$ cat src/rtl/skdecode_s1s2_ctrl.sv
// skdecode_s1s2_ctrl: sequences the ML-DSA s1/s2 secret-key decode (eta = 2).
// Packed sk words arrive on a valid/ready stream into a 64-bit bit buffer.
// Each RUN cycle with at least 12 buffered bits, four 3-bit fields are taken
// and mapped (0->2, 1->1, 2->0, 3->Q-1, 4->Q-2, 5..7 invalid). Each valid group
// becomes one memory word of four coefficients, written one cycle later.
//
// Handshake: a word moves on a rising clk edge when data_valid_i and
// data_ready_o are both high; data_ready_o depends only on registered state,
// so the source may hold data_i/data_valid_i until it sees ready.
module skdecode_s1s2_ctrl #(
  parameter int IN_W       = 32,
  parameter int REG_SIZE   = 24,
  parameter int MLDSA_Q    = 8380417,
  parameter int NUM_POLY   = 15,
  parameter int MEM_ADDR_W = 15
) (
  input  logic                    clk,
  input  logic                    rst_b,
  input  logic                    zeroize,
  input  logic                    start_i,
  input  logic [MEM_ADDR_W-1:0]   base_addr_i,
  input  logic [IN_W-1:0]         data_i,
  input  logic                    data_valid_i,
  output logic                    data_ready_o,
  output logic                    mem_we_o,
  output logic [MEM_ADDR_W-1:0]   mem_addr_o,
  output logic [4*REG_SIZE-1:0]   mem_wdata_o,
  output logic                    busy_o,
  output logic                    done_o,
  output logic                    error_o,
  output logic [1:0]              dbg_state
);

  localparam int TOTAL_WORDS  = NUM_POLY * 256 * 3 / IN_W;
  localparam int TOTAL_GROUPS = NUM_POLY * 64;
  localparam int WCNT_W       = $clog2(TOTAL_WORDS + 1);
  localparam int GCNT_W       = $clog2(TOTAL_GROUPS + 1);

  typedef enum logic [1:0] {
    IDLE  = 2'd0,
    RUN   = 2'd1,
    DRAIN = 2'd2,
    ERROR = 2'd3
  } state_t;

  state_t                  state_q;
  logic [63:0]             buf_q;
  logic [6:0]              cnt_q;
  logic [WCNT_W-1:0]       in_cnt_q;
  logic [GCNT_W-1:0]       grp_cnt_q;
  logic [MEM_ADDR_W-1:0]   base_q;
  logic [MEM_ADDR_W-1:0]   wr_idx_q;

  logic                    accept;
  logic                    consume;
  logic                    restart;
  logic                    group_bad;
  logic [4*REG_SIZE-1:0]   group_data;
  logic [63:0]             buf_next;
  logic [6:0]              cnt_next;
  logic [63:0]             buf_shift;
  logic [6:0]              cnt_base;

  // eta = 2 unpack of one 3-bit field; invalid codes return 0 and are flagged separately
  function automatic logic [REG_SIZE-1:0] lane_map(input logic [2:0] f);
    case (f)
      3'd0:    lane_map = REG_SIZE'(2);
      3'd1:    lane_map = REG_SIZE'(1);
      3'd2:    lane_map = '0;
      3'd3:    lane_map = REG_SIZE'(MLDSA_Q - 1);
      3'd4:    lane_map = REG_SIZE'(MLDSA_Q - 2);
      default: lane_map = '0;
    endcase
  endfunction

  assign data_ready_o = (state_q == RUN) && (cnt_q <= 7'd32) &&
                        (in_cnt_q < WCNT_W'(TOTAL_WORDS));
  assign busy_o       = (state_q == RUN) || (state_q == DRAIN);
  assign dbg_state    = state_q;

  // Four unpack lanes on the low 12 buffer bits, plus buffer/count next-state
  always_comb begin
    group_bad  = 1'b0;
    group_data = '0;
    for (int j = 0; j < 4; j++) begin
      group_data[REG_SIZE*j +: REG_SIZE] = lane_map(buf_q[3*j +: 3]);
      if (buf_q[3*j +: 3] > 3'd4) group_bad = 1'b1;
    end
    accept    = data_valid_i && data_ready_o;
    consume   = (state_q == RUN) && (cnt_q >= 7'd12);
    restart   = start_i && ((state_q == IDLE) || (state_q == ERROR));
    buf_shift = consume ? (buf_q >> 12) : buf_q;
    cnt_base  = consume ? (cnt_q - 7'd12) : cnt_q;
    buf_next  = buf_shift;
    cnt_next  = cnt_base;
    if (accept) begin
      // new word lands directly above whatever survives this cycle's consume
      buf_next = buf_shift | ({{(64-IN_W){1'b0}}, data_i} << cnt_base);
      cnt_next = cnt_base + 7'(IN_W);
    end
  end

  // Control FSM, bit buffer, counters and registered write port
  always_ff @(posedge clk or negedge rst_b) begin
    if (!rst_b) begin
      state_q     <= IDLE;
      buf_q       <= '0;
      cnt_q       <= '0;
      in_cnt_q    <= '0;
      grp_cnt_q   <= '0;
      base_q      <= '0;
      wr_idx_q    <= '0;
      mem_we_o    <= 1'b0;
      mem_addr_o  <= '0;
      mem_wdata_o <= '0;
      done_o      <= 1'b0;
      error_o     <= 1'b0;
    end else if (zeroize) begin
      state_q     <= IDLE;
      buf_q       <= '0;
      cnt_q       <= '0;
      in_cnt_q    <= '0;
      grp_cnt_q   <= '0;
      base_q      <= '0;
      wr_idx_q    <= '0;
      mem_we_o    <= 1'b0;
      mem_addr_o  <= '0;
      mem_wdata_o <= '0;
      done_o      <= 1'b0;
      error_o     <= 1'b0;
    end else begin
      mem_we_o <= 1'b0;
      done_o   <= 1'b0;
      if (restart) begin
        // start from IDLE or ERROR: flush leftovers and begin a fresh key
        state_q   <= RUN;
        base_q    <= base_addr_i;
        buf_q     <= '0;
        cnt_q     <= '0;
        in_cnt_q  <= '0;
        grp_cnt_q <= '0;
        wr_idx_q  <= '0;
        error_o   <= 1'b0;
      end else if (state_q == RUN) begin
        buf_q <= buf_next;
        cnt_q <= cnt_next;
        if (accept) in_cnt_q <= in_cnt_q + 1'b1;
        if (consume) begin
          if (group_bad) begin
            // malformed key: drop this group, keep earlier writes, abort
            error_o <= 1'b1;
            state_q <= ERROR;
          end else begin
            mem_we_o    <= 1'b1;
            mem_addr_o  <= base_q + wr_idx_q;
            mem_wdata_o <= group_data;
            wr_idx_q    <= wr_idx_q + 1'b1;
            grp_cnt_q   <= grp_cnt_q + 1'b1;
            if (grp_cnt_q == GCNT_W'(TOTAL_GROUPS - 1)) begin
              // final write is visible in DRAIN alongside the done pulse
              state_q <= DRAIN;
              done_o  <= 1'b1;
            end
          end
        end
      end else if (state_q == DRAIN) begin
        state_q <= IDLE;
      end
    end
  end

endmodule

$ cat config.mk
export PLATFORM = sky130hd
export DESIGN_NAME = skdecode_s1s2_ctrl
export DESIGN_NICKNAME = d
export VERILOG_FILES = /design/src/rtl/skdecode_s1s2_ctrl.sv
export SDC_FILE = /design/constraint.sdc
export NUM_CORES = 1
export LEC_CHECK = 0
export ABC_AREA = 1
export CAP_MARGIN = 20
export CORE_MARGIN = 2
export CORE_UTILIZATION = 58
export CTS_CLUSTER_SIZE = 24
export DETAILED_ROUTE_END_ITERATION = 7
export PLACE_DENSITY = 0.86
export SETUP_SLACK_MARGIN = 0.05
export SKIP_LAST_GASP = 1
export SYNTH_ARGS = -nofsm -noshare
export SYNTH_HDL_FRONTEND = slang
export SYNTH_SLANG_ARGS = --single-unit
$ cat constraint.sdc
create_clock -name clk -period 4.7 [get_ports clk]
set_input_delay 0.94 -clock clk [delete_from_list [all_inputs] [get_ports clk]]
set_output_delay 0.94 -clock clk [all_outputs]
set_load 0.005 [all_outputs]
==> out/qor.csv <==
metric;value;unit
outcome;completed;
CTS root buf;clkbuf_16;
DP Area;11700;um^2
Clock Latency Late Sink;430;ps
CP Max Fanout;82;
drt pass-1 iters;5;
post-route worst setup slack;1240;ps
layout cells sized above 1;4.14;%
Buffers on Ports;165;
fmax;289;MHz
Resize count post-CTS;0;
Detail Route Antenna Nets;0;
DIE AREA;19300;um^2
# diodes;0;
CP dominant cell by count;nand2_1;
met3 Resource Use GR;5.28;%
Synth Area per Inst;7.01;um^2
global routing's busiest layer;met2;
hold buffers post-CTS;0;
Crit path largest cell delay;660;ps
mapped cell area;10600;um^2
Cell variety after synth;46;
Final Hold Viols;0;
Post-synth EDFFs;0;
DP HPWL;20300;um
worst vdd ir;0.000311;V
Max Slew Vio Count;0;
post-route clock skew;9.19;ps
FF-to-FF setup slack;1240;ps
type of destination of the critical path;flip-flop;
area leader, netlist;dfrtp_1;
Remaining DRCs;0;
HP Start;mem_wdata_o[37];
post-synth top area share;37.5;%
MaxCap Viol Count;0;
CTS Buf Count;17;
drt initial violations;1087;
sequential fraction of the synthesis area;37.5;%
routing usage on met2;50.9;%
Worst Setup Path Type;reg2reg;
largest net degree at the start of global routing;106;
crit path cell chain;ha_1, inv_1, nand2_1, o21ai_4, buf_12, nand2_2, nand2_1, nand3_1, nor2_1, nor2_1, nor2_1, nand2_1, nand2_1, nand2_1, nand2_1;
post-synthesis cell count;1505;
drt total wl;29000;um
core region area;17900;um^2
gr usage total;30.3;%
Hold Path Cell Cnt;2;
I/O pins;170;
Post-CTS Setup Bufs;0;
Chip Width;139;um
Finished Core Util;68.8;%
Via Count;10400;
nets;1632;
CTS tree;done;
number of global-route vias before repair;9831;
unrepaired setup endpoints after global routing;no;
Startpoint Class;flip-flop;
pwr dens;340;nW/um^2
grt met1 use;39.0;%
Sum Neg Setup Slack;0;ps
clock slew seen by the registers of the worst setup and hold paths;60;ps
Yosys warning count;0;
Worst EP arrival;3830;ps
LEAKAGE;6.21;nW
Synth async-reset ratio;100;%
ratio of final minimum period to clock period;73.6;%
clock buffer depth;2;
top_reg_cell synth;dfrtp_1;
Worst R2R Path Depth;15;
htree depth;4;
Die Height;139;um
Worst Hold Path EP;mem_wdata_o[37];
Area contributors post-synth;dfrtp_1 37%, nand2_1 17%, nand3_1 10%;
Final Critical Period;3460;ps
Least-Margin Pin Slew;979;ps
global route overflow;0;
Critical Path Slowest Stage Cell;nand2_1;
vias per std cell;5.78;
initial antenna violation count;0;
RR Startpoint;cnt_q[2];
Site Rows;49;
hold crit path type;reg2reg;
dpl ws;1300;ps
Seq cells post-synth;158;
GPL Wtd Cong;0.912;
end of the worst register-to-register path;buf_q[35];
global-route wire length before repair;48100;um
WL/cell;16.1;um
clock sinks;158;
WHS;473;ps
slew margin rel.;34.8;%
Final setup viols;0;
synthesis-to-finish area growth;16.7;%
Design Area, Final;12300;um^2
Initial Util;59.0;%
Worst EP required;5070;ps
report_power, final:
part           switching (mW)  internal [mW]
clock                   0.549          0.851
combinational           0.900          0.393
sequential             0.0600           1.44
how the worst max path moves through the flow:
stage                           end  slack [ps]  depth (start not counted)     start
final                     buf_q[35]        1240                         15  cnt_q[2]
after global routing      buf_q[29]         980                         15  cnt_q[2]
after CTS                 buf_q[35]        1290                         15  cnt_q[2]
after detailed placement  buf_q[35]        1300                         15  cnt_q[2]
after global placement    buf_q[35]        1280                         15  cnt_q[2]
after floorplan           buf_q[10]        2330                          9   start_i
layout make-up:
cell class	count	area (um^2)
Clock buffer	23	458
Sequential cell	158	3950
Inverter	98	368
Timing Repair Buffer	183	1810
Multi-Input combinational cell	1100	5310
Fill cell	1478	5580
Tap cell	229	287
Clock inverter	8	133
cells by family (layout without fill, tap and decap cells):
logic type,count (synthesis),in the layout,synth area share [%]
buffers and inverters,250,312,12.4
AO/OA/AOI/OAI,152,152,8.51
other,1,4,0.0355
XOR/XNOR,16,16,1.33
adder cells (fa/ha/maj),22,22,2.68
AND/OR/NAND/NOR,877,877,34.9
multiplexers,29,29,2.76
flip-flops,158,158,37.5
Yosys cell counts (2+ instances only):
| library cell | count |
|---|---|
| xor2_1 | 11 |
| ha_1 | 21 |
| a22oi_1 | 2 |
| inv_2 | 7 |
| inv_1 | 89 |
| nor3_1 | 22 |
| buf_1 | 3 |
| o21ai_1 | 4 |
| buf_6 | 3 |
| nand3b_1 | 3 |
| nor2_1 | 114 |
| a21boi_0 | 2 |
| o21ai_0 | 58 |
| o211ai_1 | 5 |
| nor2_2 | 3 |
| o21a_1 | 5 |
| xnor2_1 | 5 |
| o41ai_1 | 6 |
| mux2i_1 | 28 |
| nand2_2 | 4 |
| buf_2 | 29 |
| o31ai_1 | 3 |
| nor4_1 | 3 |
| o21bai_1 | 2 |
| clkbuf_1 | 35 |
| a22o_1 | 5 |
| nand4_1 | 18 |
| nand2_1 | 489 |
| a21oi_1 | 49 |
| nand3_1 | 219 |
| a32o_1 | 3 |
| a211oi_1 | 2 |
| dfrtp_1 | 158 |
| clkinv_1 | 2 |
| buf_4 | 82 |
flip-flops by register name, summed over array words and instances, names as in the netlist, 2 cells and up:
signal and flops:
wr_idx_q 15, grp_cnt_q 10, mem_wdata_o 20, dbg_state 2, base_q 15, in_cnt_q 9
cnt_q 5, buf_q 64, mem_addr_o 15
metal layers:
layer / wire length (um) / up-vias
li1: - / 4952
met1: 11900 / 4836
met2: 13900 / 536
met3: 2360 / 77
met4: 835 / 0
met5: 0 / -
metrics by stage:
step | power [mW] | std cells
6_report | 4.19 | 1799
5_1_grt | 4.39 | 1799
4_1_cts | 4.17 | 1799
3_5_place_dp | 2.77 | 1768
3_3_place_gp | 2.75 | 1768
2_1_floorplan | 2.37 | 1508
worst max-delay path, delay by kind of cell (launching register included):
family / cells / cell delay [ps]
simple gates: 11 / 1970
compound gates: 1 / 220
flops: 1 / 440
buf+inv: 2 / 480
fa+ha+maj: 1 / 260
layout by cell type (no fill, tap or decap), types with 3 or more instances in the layout:
master,Yosys,layout
nand3b_1,3,3
o21ai_1,4,4
inv_1,89,89
clkbuf_16,0,17
conb_1,1,4
mux2i_1,28,28
nor3_1,22,22
nand4_1,18,18
nand3_1,219,219
o31ai_1,3,3
nor2_2,3,4
bufinv_16,0,3
ha_1,21,21
clkbuf_1,35,5
xor2_1,11,11
inv_2,7,7
dfrtp_1,158,158
o211ai_1,5,5
clkdlybuf4s50_1,0,163
nor4_1,3,3
o21ai_0,58,58
nand2_1,489,489
o21a_1,5,5
xnor2_1,5,5
a21oi_1,49,49
a22o_1,5,5
nor2_1,114,113
a32o_1,3,3
buf_4,82,16
nand2_2,4,4
o41ai_1,6,6
Note: power is estimated with default switching activity, not from simulation.
